### src/rtl/tdm_burst_scheduler.sv
//==============================================================================
// Module : tdm_burst_scheduler
// Brief  : Round-robin TDM slot scheduler granting one bounded burst per slot.
//          Define TDM_SKIP_IDLE_EN to end idle slots right after the guard time.
// Rev    : 1.0  initial release
//==============================================================================
`default_nettype none

module tdm_burst_scheduler #(
    parameter int NUM_CH    = 4,
    parameter int SLOT_LEN  = 255,
    parameter int BURST_MAX = 16,
    parameter int GUARD     = 2
) (
    input  logic                         clk,
    input  logic                         rst,
    input  logic                         en,
    input  logic [NUM_CH-1:0]            req,
    input  logic                         beat,
    output logic [NUM_CH-1:0]            gnt,
    output logic [$clog2(NUM_CH)-1:0]    slot_idx,
    output logic                         slot_start,
    output logic                         burst_done,
    output logic [$clog2(BURST_MAX):0]   burst_len,
    output logic                         burst_trunc
);

    localparam int IW = $clog2(NUM_CH);
    localparam int CW = $clog2(SLOT_LEN + 1);
    localparam int LW = $clog2(BURST_MAX) + 1;

    localparam logic [CW-1:0] CNT_RELOAD = CW'(SLOT_LEN);
    localparam logic [CW-1:0] CNT_ARM    = CW'(SLOT_LEN - GUARD + 1);
    localparam logic [IW-1:0] IDX_LAST   = IW'(NUM_CH - 1);
    localparam logic [LW-1:0] LEN_MAX    = LW'(BURST_MAX);

    typedef enum logic [1:0] {
        ST_GUARD = 2'd0,
        ST_ARMED = 2'd1,
        ST_BURST = 2'd2,
        ST_DONE  = 2'd3
    } state_t;

    // With a one-cycle guard the decision point is cycle 0 itself.
    localparam state_t ST_FIRST = (CNT_RELOAD == CNT_ARM) ? ST_ARMED : ST_GUARD;

    state_t              state_q, state_d;
    logic [CW-1:0]       slot_cnt_q, slot_cnt_d;
    logic [IW-1:0]       slot_idx_q, slot_idx_d;
    logic [LW-1:0]       beat_cnt_q, beat_cnt_d;
    logic [NUM_CH-1:0]   gnt_q, gnt_d;
    logic                slot_start_q, slot_start_d;
    logic                burst_done_q, burst_done_d;
    logic [LW-1:0]       burst_len_q, burst_len_d;
    logic                burst_trunc_q, burst_trunc_d;

    logic [NUM_CH-1:0]   w_owner;
    logic                w_req_own;
    logic                w_slot_end;
    logic                w_beat_hit;
    logic [LW-1:0]       w_beat_total;
    logic                w_hit_max;
    logic [IW-1:0]       w_idx_next;

    for (genvar i = 0; i < NUM_CH; i++) begin : g_owner
        assign w_owner[i] = (slot_idx_q == IW'(i));
    end

    assign w_req_own    = |(req & w_owner);
    assign w_slot_end   = (slot_cnt_q == '0);
    assign w_beat_hit   = (|gnt_q) & beat;
    assign w_beat_total = beat_cnt_q + LW'(w_beat_hit);
    assign w_hit_max    = (w_beat_total == LEN_MAX);
    assign w_idx_next   = (slot_idx_q == IDX_LAST) ? '0 : slot_idx_q + IW'(1);

    always_comb begin
        state_d       = state_q;
        slot_cnt_d    = slot_cnt_q;
        slot_idx_d    = slot_idx_q;
        beat_cnt_d    = beat_cnt_q;
        gnt_d         = '0;
        slot_start_d  = slot_start_q;
        burst_done_d  = 1'b0;
        burst_len_d   = burst_len_q;
        burst_trunc_d = burst_trunc_q;

        if (en) begin
            if (w_slot_end) begin
                slot_cnt_d = CNT_RELOAD;
                slot_idx_d = w_idx_next;
                state_d    = ST_FIRST;
            end else begin
                slot_cnt_d = slot_cnt_q - CW'(1);
            end

            case (state_q)
                ST_GUARD: begin
                    if (slot_cnt_d == CNT_ARM) begin
                        state_d = ST_ARMED;
                    end
                end
                ST_ARMED: begin
                    if (w_req_own) begin
                        state_d    = ST_BURST;
                        gnt_d      = w_owner;
                        beat_cnt_d = '0;
                    end else begin
`ifdef TDM_SKIP_IDLE_EN
                        slot_cnt_d = CNT_RELOAD;
                        slot_idx_d = w_idx_next;
                        state_d    = ST_FIRST;
`else
                        state_d    = ST_DONE;
`endif
                    end
                end
                ST_BURST: begin
                    beat_cnt_d = w_beat_total;
                    // Beat limit and request drop outrank the slot boundary.
                    if (w_hit_max || !w_req_own || w_slot_end) begin
                        burst_done_d  = 1'b1;
                        burst_len_d   = w_beat_total;
                        burst_trunc_d = !w_hit_max && w_req_own;
                        beat_cnt_d    = '0;
                        if (!w_slot_end) begin
                            state_d = ST_DONE;
                        end
                    end else begin
                        gnt_d = w_owner;
                    end
                end
                default: ;
            endcase

            slot_start_d = (slot_cnt_d == CNT_RELOAD);
        end
    end

    always_ff @(posedge clk or posedge rst) begin
        if (rst) begin
            state_q       <= ST_FIRST;
            slot_cnt_q    <= CNT_RELOAD;
            slot_idx_q    <= '0;
            beat_cnt_q    <= '0;
            gnt_q         <= '0;
            slot_start_q  <= 1'b1;
            burst_done_q  <= 1'b0;
            burst_len_q   <= '0;
            burst_trunc_q <= 1'b0;
        end else begin
            state_q       <= state_d;
            slot_cnt_q    <= slot_cnt_d;
            slot_idx_q    <= slot_idx_d;
            beat_cnt_q    <= beat_cnt_d;
            gnt_q         <= gnt_d;
            slot_start_q  <= slot_start_d;
            burst_done_q  <= burst_done_d;
            burst_len_q   <= burst_len_d;
            burst_trunc_q <= burst_trunc_d;
        end
    end

    assign gnt         = gnt_q;
    assign slot_idx    = slot_idx_q;
    assign slot_start  = slot_start_q;
    assign burst_done  = burst_done_q;
    assign burst_len   = burst_len_q;
    assign burst_trunc = burst_trunc_q;

endmodule

`default_nettype wire

### config.mk
export PLATFORM = sky130hd
export DESIGN_NAME = tdm_burst_scheduler
export DESIGN_NICKNAME = d
export VERILOG_FILES = /design/src/rtl/tdm_burst_scheduler.sv
export SDC_FILE = /design/constraint.sdc
export NUM_CORES = 1
export LEC_CHECK = 0
export ABC_AREA = 0
export BUFFER_PORTS_ARGS = -buffer_cell sky130_fd_sc_hd__clkbuf_2
export CORE_UTILIZATION = 30
export CTS_BUF_LIST = sky130_fd_sc_hd__clkbuf_16
export DETAILED_ROUTE_END_ITERATION = 16
export GPL_TIMING_DRIVEN = 0
export PLACE_DENSITY = 0.43
export SLEW_MARGIN = 25
export SYNTH_ARGS = -nofsm -noshare
export SYNTH_HDL_FRONTEND = slang
export SYNTH_SLANG_ARGS = --single-unit
### constraint.sdc
create_clock -name clk -period 5.2 [get_ports clk]
set_input_delay 1.04 -clock clk [delete_from_list [all_inputs] [get_ports clk]]
set_output_delay 1.04 -clock clk [all_outputs]
set_load 0.005 [all_outputs]
# [Word level (Yosys, flattened, before mapping)]
# Cells that the tools add are included.
# Widths: inputs -> output; s select.
[word_totals] word_cells=56 regBits=29 out_inout_bits=14 input_bits=8
[classes] n_mux=19 reduce_logical=14 bitwise_logic=2 addsub=3 eq_ne=9
[op_table] op="$eq 8x8->1 const B" count=2
[op_table] op="$mux 8" count=2
[op_table] op="$mux 4" count=3
[op_table] op="$mux 2" count=5
[op_table] op="$mux 5" count=2
[op_table] op="$pmux 5 s2" count=1
[op_table] op="$logic_not 8->1" count=1
[op_table] op="$pmux 4 s2" count=1
[op_table] op="$reduce_or 4->1" count=2
[op_table] op="$sub 8x1->8 const B" count=1
[op_table] op="$eq 2x2->1 const B" count=3
[op_table] op="$pmux 2 s3" count=1
[op_table] op="$reduce_and 3->1" count=2
[op_table] op="$add 5x1->5" count=1
[op_table] op="$eq 5x5->1 const B" count=1
[op_table] op="$and 4x4->4" count=1
[op_table] op="$eq 2x1->1 const B" count=2
[op_table] op="$logic_not 2->1" count=2
[op_table] op="$mux 1" count=4
[op_table] op="$add 2x1->2 const B" count=1
[op_table] op="$logic_not 1->1" count=2
[op_table] op="$logic_or 1x1->1" count=2
[op_table] op="$ne 2x2->1 const B" count=1
[op_table] op="$reduce_and 2->1" count=1
[op_table] op="other kinds (3)" count=3

# [Longest topological paths before layout]
[depth] word_depth=9 ltp_mapped=9

# [Least setup slack after synthesis]
# No wires, ideal clock.
[synth_timing] kind="input-to-reg" startpoint="input port beat" endpoint="register burst_len_q[0], in the netlist burst_len[0]" required_time_ps=5075 setup_time_ps=125 slack_ps=2215 n_path_buf=1 arrival_time_ps=2860 cell_stages=9 cell_sequence="o41a_1 -> ha_1 -> ha_1 -> nor3b_1 -> a31oi_1 -> o41a_1 -> buf_2 -> a21oi_4 -> mux2_2"
[synth_between] elab_chain_len=6
[synth_rtl] element="start, declared" line="19" text="input logic beat,"
[synth_rtl] element="$and 1x1->1 (*)" line="71" text="assign w_beat_hit = (|gnt_q) & beat;"
[synth_rtl] element="$add 5x1->5 (*)" line="72" text="assign w_beat_total = beat_cnt_q + LW'(w_beat_hit);"
[synth_rtl] element="$eq 5x5->1" line="73" text="assign w_hit_max = (w_beat_total == LEN_MAX);"
[synth_rtl] element="$logic_or 1x1->1 (2 in series)" line="120" text="if (w_hit_max || !w_req_own || w_slot_end) begin"
[synth_rtl] element="$reduce_and 3->1 (no source line)"
[synth_rtl] element="end signal, assigned" line="158" text="burst_len_q <= burst_len_d;"
[synth_rtl] element="end, declared" line="54" text="logic [LW-1:0] burst_len_q, burst_len_d;"
# Mark *: on every way between the ends. The rest lies on a longest branch, timed or not.
# A chain may end at the register's enable or synchronous reset.

# [Worst setup path after layout]
[layout_timing] startpoint="input port beat" endpoint="register burst_len_q[1], in the netlist burst_len[1]"
# The elaborated chain is that of the path after synthesis.

==> impl_metrics.yaml <==
logic_synthesis:
  synthTopCellsByArea: "dfrtp_1, dfstp_2, ha_1"
  ys_ff_latch: 29
  syn_area_um2: 1650
  synth_cell_types: 43
  ys.flop_type: "dfrtp_1"
  synthCells: 158
  syn_area_per_cell_um2: 10.4
  yosys_warnings: 0
  synth_most_common_cell: "nand2_1"
  ys_seq_area_share_pct: 44.8
  synth_top_area_share_pct: 30.4
  synth_largest_area_cell: "dfrtp_1"
  synth_fp_nets: 179
  async_flop_share_pct: 100
  synth_commonest_cells: "nand2_1, dfrtp_1, ha_1, dfstp_2, inv_1"
  synth_edf_count: 0
cells_and_area:
  num_antenna_cells: 0
  fin_nets: 207
  area_delta_synth_final_pct: 20.1
  final_util_pct: 38.0
  drive_gt1_share_pct: 28.3
clocking:
  postCtsHoldBufs: 0
  htree_levels: 2
  cts_resized: 0
  cts_tree: "yes"
  clkSinkCount: 29
  cts_buffers: 5
  clk_pin_slew_ns: 0.05
  insertion_delay_ns: 0.27
  cts_buffer_depth: 2
  postCtsSetupRepairBufs: 0
  clockRootBuffer: "clkbuf_16"
critical_path:
  path_class: "in -> reg"
  r2r_start: "gnt[1]"
  path_max_fanout: 9
  start_kind: "primary input"
  setup.worst_path.end_class: "flop"
  rrSetupSlack_ns: 2.37
  path_cells: "clkbuf_2, o41a_1, ha_1, ha_1, nor3b_1, a31oi_1, o41a_1, buf_2, a21oi_4, mux2_2"
  required_ns: 5.35
  cp_num_buf_inv: 2
  crit_slowest_cell: "o41a_1"
  path_delay_family: "compound AO/OA/AOI/OAI gates"
  crit_start: "beat"
  crit_path_max_incr_delay_ns: 0.37
  r2r_end: "burst_len[1]"
  reg2reg_depth: 9
  cp.arrival_ns: 3.13
route:
  route.vias.total: 1244
  wl_mm: 3.41
  wl_per_cell_um: 13.3
  first_pass_iters: 4
  drtAntennaViolNets: 0
  first_iter_violations: 60
  drc: 0
  via_per_inst: 4.84
global_routing:
  grt_max_degree: 30
  grt_pass1_wl_mm: 6.00
  antenna_found_initial: 0
  grt_pass1_vias: 1274
  grtUsageTotal_pct: 13.2
  overflow: 0
place:
  dp_hpwl_mm: 2.54
  gp_congestion: 0.785
  pre_cts_ws_ns: 1.93
  port_buffers: 21
sta:
  final.min_clock_period_ns: 2.98
  finalCritPeriodShare_pct: 57.4
  fmax_mhz: 335
  fin_skew_ns: 0.00196
  grt_setup_unrepaired: "no"
  tns_ns: 0
  hold_viol: 0
  fin_ws_ns: 2.22
  worst_slew_pin_slew_ns: 0.610
  drv_slew: 0
  slew_headroom_pct: 59.3
  setup_viol: 0
hold_path:
  hp-start: "beat_cnt_q[0]"
  hold_depth: 2
  hold_class: "reg -> reg"
  holdPathEnd: "beat_cnt_q[0]"
floorplan:
  io_pins: 22
  initial_core_util_pct: 31.6
  die_x_um: 76.1
  core_um2: 5200
  rows: 26
  die_h_um: 76.1
  dieArea_um2: 5790
power_and_ir_drop:
  vdd_ir_drop_max_mv: 0.155
  power.leakage_nw: 0.984
  cellPowerDensity_nw_per_um2: 442
  fin_total_pwr_mw: 0.873
run_status:
  status: "finished clean"
run:
  cap_violations: 0
-- how the worst max path moves through the flow --
stage | end | slack [ns] | cells past startpoint
6_report | burst_len[1] | 2.22 | 10
5_1_grt | burst_len[2] | 2.10 | 10
4_1_cts | burst_len[1] | 2.22 | 10
3_5_place_dp | burst_len[1] | 1.93 | 10
3_3_place_gp | burst_len[1] | 1.98 | 10
2_1_floorplan | burst_len[0] | 2.21 | 9
-- report_power, final --
| part | total [mW] | internal [mW] | switching [mW] | leakage [nW] |
|---|---|---|---|---|
| Combinational | 0.264 | 0.122 | 0.142 | 0.551 |
| Sequential | 0.350 | 0.294 | 0.0564 | 0.365 |
| Clock | 0.259 | 0.172 | 0.0877 | 0.0687 |
-- layout make-up --
type	count	area (um2)
Buffer	5	36.3
Clock buffer	5	125
Clock inverter	3	12.5
Fill cell	556	3230
Inverter	9	33.8
Multi-Input combinational cell	115	840
Sequential cell	29	737
Tap cell	70	87.6
Timing Repair Buffer	21	105
-- cell families after synthesis --
family,after synthesis,synth area share [%]
xor+xnor,7,3.72
flops,29,44.8
mux,6,4.10
buf+inv,14,4.25
compound gates,29,13.8
simple gates,60,19.5
fa+ha+maj,13,9.88
-- through the flow --
stage          instances  hold WS (ns)  cell area [um2]
2_1_floorplan        158         0.453             1650
3_3_place_gp         249         0.471             1840
3_5_place_dp         249         0.475             1840
4_1_cts              257         0.487             1980
5_1_grt              257         0.527             1980
6_report             257         0.480             1980
-- tightest hold or removal path, delay by kind of cell, from the launching register on --
family / cells / cell delay, ns
and+or+nand+nor: 2 / 0.10
DFF: 1 / 0.34
-- sequential cells by signal, summed over array words and instances, names as in the netlist --
name,cells
beat_cnt_q,5
state_q,2
burst_len,5
slot_cnt_q,8
gnt,4
burst_trunc,1
burst_done,1
slot_start,1
slot_idx,2
-- cells in the final DEF (no fill, tap or decap), drive strengths merged, types with 4 or more instances in the layout --
master and n:
a21oi 6, and3 6, buf 4, clkbuf 27, dfrtp 20, dfstp 9, ha 13, inv 9
mux2 6, nand2 21, nand3 4, nor2 7, o31ai 4, or4 4, xnor2 4
-- per-layer routing --
metal / track usage (%) / share of wire, % / vias up
met1: 16.3 / 47 / 607
met4: 5.77 / 1.2 / 0
li1: - / - / 619
met5: 0 / 0 / -
met2: 21.7 / 49 / 13
met3: 3.35 / 3.1 / 5
No activity file was read; power rests on OpenSTA's default activity.
